**config.mk**
```make
export PLATFORM = sky130hd
export DESIGN_NAME = rr_decode_arbiter_flat
export DESIGN_NICKNAME = d
export VERILOG_FILES = /design/src/rtl/rr_decode_arbiter_pkg.sv /design/src/rtl/rr_decode_arbiter_if.sv /design/src/rtl/rr_decode_arbiter_pick.sv /design/src/rtl/rr_decode_arbiter.sv /design/src/flat_wrapper.sv
export SDC_FILE = /design/constraint.sdc
export NUM_CORES = 1
export LEC_CHECK = 0
export CORE_UTILIZATION = 30
export DETAILED_ROUTE_END_ITERATION = 10
export PLACE_DENSITY = 0.63
export SETUP_SLACK_MARGIN = 0.3
export SLEW_MARGIN = 20
export SYNTH_ARGS = -nofsm -noshare
export SYNTH_HDL_FRONTEND = slang
export SYNTH_SLANG_ARGS = --single-unit
```
**constraint.sdc**
```tcl
create_clock -name clk -period 1.8 [get_ports clk]
set_input_delay 0.18 -clock clk [delete_from_list [all_inputs] [get_ports clk]]
set_output_delay 0.18 -clock clk [all_outputs]
set_load 0.02 [all_outputs]
```
**src/rtl/rr_decode_arbiter_pkg.sv**
```systemverilog
// Shared types and constants for the round-robin decoded-resource arbiter.
package rr_decode_arbiter_pkg;

   typedef enum logic [1:0] {
      ST_IDLE    = 2'd0,
      ST_GRANT   = 2'd1,
      ST_RELEASE = 2'd2
   } state_t;

   localparam logic [0:3]  W_NONE           = 4'b1111;
   localparam int unsigned MAX_HOLD_DEFAULT = 8;

   // Active-low one-hot decode of a requester index onto W[0:3].
   function automatic logic [0:3] sel_to_w(input logic [1:0] s);
      logic [0:3] r;
      r    = W_NONE;
      r[s] = 1'b0;
      return r;
   endfunction

endpackage

```
**src/rtl/rr_decode_arbiter_if.sv**
```systemverilog
// Request/grant bundle between the four requesters and the arbiter.
interface rr_decode_arbiter_if;
   logic [0:3] req;
   logic       done;
   logic [0:3] w;
   logic [1:0] sel;
   logic       busy;
   logic       tout;

   modport master (output req, done, input w, sel, busy, tout);
   modport slave  (input req, done, output w, sel, busy, tout);
endinterface

```
**src/rtl/rr_decode_arbiter_pick.sv**
```systemverilog
// Round-robin pick: first set request scanning last+1, last+2, ... modulo 4.
module rr_pick (
   input  logic [0:3] req,
   input  logic [1:0] last,
   output logic       valid,
   output logic [1:0] pick
);

   logic [1:0] idx;

   always_comb begin
      valid = 1'b0;
      pick  = '0;
      idx   = '0;
      // off=4 truncates to 0, so the previous grantee is considered last.
      for (int unsigned off = 1; off <= 4; off++) begin
         idx = last + 2'(off);
         if (!valid && req[idx]) begin
            valid = 1'b1;
            pick  = idx;
         end
      end
   end

endmodule

```
**src/rtl/rr_decode_arbiter.sv**
```systemverilog
// Four-way round-robin arbiter with bounded hold, driving a registered
// active-low one-hot grant for a 2-to-4 decoded resource.
module rr_decode_arbiter
   import rr_decode_arbiter_pkg::*;
#(
   parameter int unsigned MAX_HOLD = MAX_HOLD_DEFAULT,
   parameter int unsigned CNT_W    = 4
) (
   input  logic               clk,
   input  logic               rst,
   rr_decode_arbiter_if.slave bus
);

   state_t             state_q, state_d;
   logic [CNT_W-1:0]   cnt_q, cnt_d;
   logic [1:0]         last_q, last_d;
   logic [0:3]         w_q, w_d;
   logic [1:0]         sel_q, sel_d;
   logic               busy_q, busy_d;
   logic               tout_q, tout_d;
   logic               pick_valid;
   logic [1:0]         pick;

   rr_pick u_pick (
      .req   (bus.req),
      .last  (last_q),
      .valid (pick_valid),
      .pick  (pick)
   );

   always_ff @(posedge clk or posedge rst) begin
      if (rst) begin
         state_q <= ST_IDLE;
         cnt_q   <= '0;
         last_q  <= 2'd3;
         w_q     <= W_NONE;
         sel_q   <= '0;
         busy_q  <= 1'b0;
         tout_q  <= 1'b0;
      end else begin
         state_q <= state_d;
         cnt_q   <= cnt_d;
         last_q  <= last_d;
         w_q     <= w_d;
         sel_q   <= sel_d;
         busy_q  <= busy_d;
         tout_q  <= tout_d;
      end
   end

   always_comb begin
      state_d = state_q;
      cnt_d   = cnt_q;
      last_d  = last_q;
      w_d     = w_q;
      sel_d   = sel_q;
      busy_d  = busy_q;
      tout_d  = 1'b0;
      case (state_q)
         ST_IDLE: begin
            w_d    = W_NONE;
            busy_d = 1'b0;
            if (pick_valid) begin
               state_d = ST_GRANT;
               sel_d   = pick;
               w_d     = sel_to_w(pick);
               busy_d  = 1'b1;
               cnt_d   = '0;
               last_d  = pick;
            end
         end
         ST_GRANT: begin
            // Normal release outranks timeout, so a coincident DONE keeps TOUT low.
            if (bus.done || !bus.req[sel_q]) begin
               state_d = ST_RELEASE;
               w_d     = W_NONE;
               busy_d  = 1'b0;
            end else if (cnt_q == CNT_W'(MAX_HOLD - 1)) begin
               state_d = ST_RELEASE;
               w_d     = W_NONE;
               busy_d  = 1'b0;
               tout_d  = 1'b1;
            end else begin
               cnt_d = cnt_q + 1'b1;
            end
         end
         ST_RELEASE: begin
            state_d = ST_IDLE;
            w_d     = W_NONE;
            busy_d  = 1'b0;
         end
         default: begin
            state_d = ST_IDLE;
            w_d     = W_NONE;
            busy_d  = 1'b0;
         end
      endcase
   end

   assign bus.w    = w_q;
   assign bus.sel  = sel_q;
   assign bus.busy = busy_q;
   assign bus.tout = tout_q;

endmodule

```
**src/flat_wrapper.sv**
```systemverilog
// flat-port wrapper written by rule: the top's interface ports become plain ports
module rr_decode_arbiter_flat import rr_decode_arbiter_pkg::*;
#(
   parameter int unsigned MAX_HOLD = MAX_HOLD_DEFAULT,
   parameter int unsigned CNT_W    = 4
)
  (clk, rst, bus_req, bus_done, bus_w, bus_sel, bus_busy, bus_tout);
  rr_decode_arbiter_if bus_i ();
  input  logic clk;
  input  logic rst;
  input wire logic [$bits(bus_i.req)-1:0] bus_req;
  input wire logic [$bits(bus_i.done)-1:0] bus_done;
  output wire logic [$bits(bus_i.w)-1:0] bus_w;
  output wire logic [$bits(bus_i.sel)-1:0] bus_sel;
  output wire logic [$bits(bus_i.busy)-1:0] bus_busy;
  output wire logic [$bits(bus_i.tout)-1:0] bus_tout;
  assign bus_i.req = bus_req;
  assign bus_i.done = bus_done;
  assign bus_w = bus_i.w;
  assign bus_sel = bus_i.sel;
  assign bus_busy = bus_i.busy;
  assign bus_tout = bus_i.tout;
  rr_decode_arbiter #(.MAX_HOLD(MAX_HOLD), .CNT_W(CNT_W)) u_core (.clk(clk), .rst(rst), .bus(bus_i));
endmodule
```
* Word level (Yosys, flattened, before mapping)
Index checks and enable logic that the tools add are counted.
Widths: inputs -> output; s select.
** Cells by class
- Mux-type cells :: 44
- Bitwise logic cells :: 7
- $lt $le $gt $ge :: 7
- Reduce and logical (&&, ||, !) cells :: 14
- Add/sub/neg operators :: 4
- Eq/ne operators :: 6
** Operator list (number)
- $mux 4 :: 6
- $mux 1 :: 21
- $ge 3x3->1 const B :: 6
- $not 2->3 :: 6
- $pmux 4 s2 :: 2
- $mux 2 :: 7
- $bmux 1 s2 :: 5
- $add 2x2->2 const B :: 2
- $add 4x1->4 const B :: 1
- $eq 4x3->1 const B :: 1
- $logic_and 1x1->1 :: 4
- $logic_not 1->1 :: 4
- $ne 2x2->1 const B :: 2
- $not 4->4 :: 1
- $pmux 2 s2 :: 1
- $reduce_and 2->1 :: 2
- $reduce_and 4->1 :: 1
- $lt 3x1->1 const B :: 1
- $ne 3x1->1 const B :: 1
- $add 2x1->2 const B :: 1
- $demux 1 s2 :: 1
- $eq 2x1->1 const B :: 1
- $logic_not 2->1 :: 1
- $ne 2x1->1 const B :: 1
- other kinds (3) :: 3
** Storage, ports and cells
- Bits in registers :: 16

* Logic depth before layout (Yosys ltp)
- Depth after elaboration :: 23
- Mapped depth :: 5
- Gate-level depth less buffers :: 5

* Modules after synthesis
From an unflattened synthesis, not the netlist that was laid out.
** Second synthesis, totals
- Cell total of the unflattened synthesis :: 79
- Area total of the unflattened synthesis :: 837.1 µm²
** By module, submodules not included
- rr_decode_arbiter :: area each 745.7 µm², instances 1, sequential area each 407.9 µm², cells an instance 65
- rr_pick :: area each 91.3 µm², instances 1, sequential area each 0.0 µm², cells an instance 14

* Worst setup path before layout
OpenSTA, ideal clock, no wires.
- Path type :: reg2reg
- Start point :: register u_core.sel_q[1], in the netlist u_core.bus.sel[1]
- End point :: register u_core.cnt_q[3]
- Stages on the path, launching flop included :: 5
- Data arrival time :: 1759 ps
- Data required time :: 1722 ps
- Buffers on the path :: 0
- Path slack :: -37 ps
- Library setup time :: 78 ps
- Path through :: dfrtp_1 > or4b_1 > o32a_1 > or4_1 > a21oi_1
** Between the ends
- Cells in the longest elaborated chain, start to end :: 8
** Ends and longest elaborated chain
- start, declared :: RTL line rr_decode_arbiter.sv:18 : logic [1:0] sel_q, sel_d;
- start signal, assigned :: RTL line rr_decode_arbiter.sv:45 : sel_q <= sel_d;
- $not 2->3 (implied by the code) :: RTL line rr_decode_arbiter.sv:74 : if (bus.done || !bus.req[sel_q]) begin
- $bmux 1 s2 :: RTL line rr_decode_arbiter.sv:74
- $mux 1 (implied by the code) (2 in a row) :: RTL line rr_decode_arbiter.sv:74
- $logic_not 1->1 :: RTL line rr_decode_arbiter.sv:74
- $logic_or 1x1->1 :: RTL line rr_decode_arbiter.sv:74
- $ne 2x2->1 (no line)
- $reduce_and 4->1 (no line)
- end signal, assigned :: RTL line rr_decode_arbiter.sv:42 : cnt_q <= cnt_d;
- end, declared :: RTL line rr_decode_arbiter.sv:15 : logic [CNT_W-1:0] cnt_q, cnt_d;
No other way between the ends. The select of a mux whose other input is x is not followed.
A chain may end at the register's enable or synchronous reset.

* Worst setup path in the final report
- Start point :: register u_core.state_q[1]
- End point :: register u_core.cnt_q[3]
** Between the ends
- Cells in the longest elaborated chain, start to end :: 3
- Elaborated cells between the ends (all ways) :: 8
** Ends and longest elaborated chain
- start, declared :: RTL line rr_decode_arbiter.sv:14 : state_t state_q, state_d;
- start signal, assigned :: RTL line rr_decode_arbiter.sv:41 : state_q <= state_d;
- $eq 2x1->1 or $logic_not 2->1 (tied branches) :: RTL line rr_decode_arbiter.sv:59 : case (state_q)
- $ne 2x2->1 (no line) (tied with other cells)
- $reduce_and 4->1 (no line)
Parallel ways exist; a longest one is shown, timed or not.

==> flow_metrics.py <==
metrics = {
    "timing": {
        "finalMaxSlewViolations": 0,
        "period_needed_ns": 1.68,
        "fin_skew_ns": 0.00220,
        "max_freq_ghz": 0.596,
        "fin_ws_ns": 0.123,
        "tightest_slew_ns": 0.589,
        "rsz0062_at_grt": "yes",
        "setup_viol": 0,
        "hold_viol_final": 0,
        "post-route-period-util": 0.932,
        "max_slew_margin": 0.607,
        "fin_setup_tns_ns": 0,
    },
    "logic_synthesis": {
        "synth_cell_type_count": 31,
        "async_flop_share": 1.00,
        "synth_top_area_share": 0.299,
        "yosysWarnings": 0,
        "synth_nets": 91,
        "synth-edff-count": 0,
        "synth.yosys.seq_area_share": 0.488,
        "yosys.area.top_type": "dfrtp_1",
        "synth-main-ff-cell": "dfrtp_1",
        "synth-seq-cells": 16,
        "synth_cells": 83,
        "synth_area_leaders": "dfrtp_1 (30%), dfstp_2 (19%), mux2i_1 (4.8%)",
        "syn-cell-area_um2": 836,
        "avgSynthCellArea_um2": 10.1,
    },
    "grt": {
        "grt_max_degree": 17,
        "grt_usage": 0.152,
        "grt_pass1_vias": 728,
        "grt_first_pass_wirelength_um": 3150,
        "gr-total-overflow": 0,
        "grt_antenna_before_repair": 0,
    },
    "clocking": {
        "max-clock-path-buffers": 2,
        "insertion_delay_ns": 0.29,
        "htreeDepth": 1,
        "cts_num_sinks": 16,
        "cts_buffers": 3,
        "cts_tree": "done",
        "clockRootBuffer": "clkbuf_4",
        "clkTransAtPathRegs_ns": 0.09,
    },
    "job": {
        "drv_cap": 0,
    },
    "worst_setup_path": {
        "ff2ff_path_depth": 4,
        "cp.required_ns": 2.03,
        "critPathTopFamily": "simple AND/OR/NAND/NOR gates",
        "crit_arrival_ns": 1.91,
        "crit_path_end_kind": "register",
        "critPathLaunchType": "register",
        "path_depth": 4,
        "path_cells": "or4b_1 -> o32a_1 -> or4_4 -> a21oi_2",
        "worst_path_max_delay_cell": "or4b_1",
        "slowest_delay_ns": 0.50,
        "critPathKind": "reg2reg",
        "rrSetupSlack_ns": 0.12,
        "crit_path_max_fanout": 2,
        "path_buf_inv": 0,
    },
    "detailed_routing": {
        "dr_total_vias": 739,
        "drc": 0,
        "routed_wl_um": 1800,
        "via_per_inst": 5.20,
        "wl_per_cell_um": 12.7,
        "drt_iter0_markers": 15,
        "drtPass1Iterations": 4,
        "antenna_left": 0,
    },
    "layout": {
        "layout_commonest_cell": "buf_4",
        "drive_gt1_frac": 0.295,
        "final_cell_mix": "buf_4 (12), nand2_1 (9), dfrtp_1 (9), clkdlybuf4s50_1 (8), dfstp_2 (6)",
        "n_fill_cell": 238,
        "fin_cells": 142,
        "nNetsFinal": 121,
        "stdcell_area_um2": 1180,
        "syn2layout_area_growth_pct": 41.3,
        "antenna_cells": 0,
    },
    "place": {
        "dpl.cell_count": 135,
        "dp_slack_ns": -0.130,
        "hpwl_um": 1310,
        "placed_cell_area_um2": 1080,
        "gp_congestion": 0.903,
        "io_buffers": 14,
    },
    "pwr": {
        "ir_drop_uv": 795,
        "p_leak_uw": 0.000508,
        "p_per_area_nw_per_um2": 1450,
    },
    "floorplanning": {
        "die_area_um2": 3000,
        "start_util": 0.328,
        "ioPinCount": 15,
        "die_x_um": 54.8,
        "rows": 18,
        "core_um2": 2540,
        "die_y_um": 54.8,
    },
    "min_path": {
        "min_path_type": "in2async",
    },
    "run_status": {
        "status": "finished, final reports clean",
    },
}
metal layers:
| metal | share of wire | global-route usage |
|---|---|---|
| met4 | 0 | 0.0513 |
| met5 | 0 | 0 |
| met2 | 0.47 | 0.237 |
| met1 | 0.49 | 0.195 |
| met3 | 0.038 | 0.0500 |
metrics by stage:
step	hold WS, ns	utilization	power [uW]
6_report	0.239	0.464	1710
5_1_grt	0.304	0.464	1850
4_1_cts	0.254	0.457	1710
3_5_place_dp	0.509	0.425	1420
3_3_place_gp	0.505	0.425	1410
2_1_floorplan	0.0894	-	1100
layout make-up:
class / count / area [um2] / area share
clock buffer: 4 / 36.3 / 0.0307
inverter: 5 / 18.8 / 0.0159
multi-input combinational: 60 / 442 / 0.374
sequential: 16 / 409 / 0.346
tap: 30 / 37.5 / 0.0318
timing repair buffer: 27 / 238 / 0.201
power breakdown:
part           internal [uW]  total (uW)  switching [uW]  leakage (uW)
Sequential               522         628             106      0.000191
Clock                    123         240             117     0.0000210
Combinational            424         844             420      0.000295
worst paths after layout:
path | from | endpoint
max in group asynchronous | rst | u_core.bus.sel[1]$_DFFE_PP0P_
worst min register to register | u_core.bus.w[2]$_DFFE_PP1P_ | u_core.bus.w[2]$_DFFE_PP1P_
worst max-delay path | u_core.state_q[1]$_DFFE_PP0P_ | u_core.cnt_q[3]$_DFFE_PP0P_
min in group clk | u_core.bus.w[2]$_DFFE_PP1P_ | u_core.bus.w[2]$_DFFE_PP1P_
worst min-delay path | rst | u_core.cnt_q[1]$_DFFE_PP0P_
worst max register to register | u_core.state_q[1]$_DFFE_PP0P_ | u_core.cnt_q[3]$_DFFE_PP0P_
cell usage after synthesis (3+ instances only):
master / number
o32a_1: 4
nand2_1: 9
o21a_1: 3
nand3_1: 3
nand2b_1: 4
mux2i_1: 4
o21ai_0: 5
a21oi_1: 4
dfstp_2: 6
dfrtp_1: 10
inv_1: 5
nor2b_1: 3
state kept, by name, indices dropped and copies added, names as in the netlist:
register and flops:
u_core.cnt_q 4, u_core.state_q 2, u_core.last_q 2, u_core.bus.busy 1, u_core.bus.sel 2, u_core.bus.tout 1, u_core.bus.w 4
repair_timing:
| item | CTS | global route |
|---|---|---|
| gates resized for setup | 11 | 4 |
| setup buffers | 3 | 0 |
| setup endpoints to repair | 9 | 11 |
| hold buffers | 0 | 0 |
| pin swaps | 2 | 0 |
logic make-up after synthesis:
| family | count (synthesis) | share of synthesized area |
|---|---|---|
| and+or+nand+nor | 31 | 0.207 |
| AOI/OAI and AO/OA | 24 | 0.211 |
| DFF | 16 | 0.488 |
| buffers and inverters | 7 | 0.0314 |
| muxes | 4 | 0.0479 |
| adders and majority gates | 1 | 0.0150 |
(Power assumes the default switching activity.)
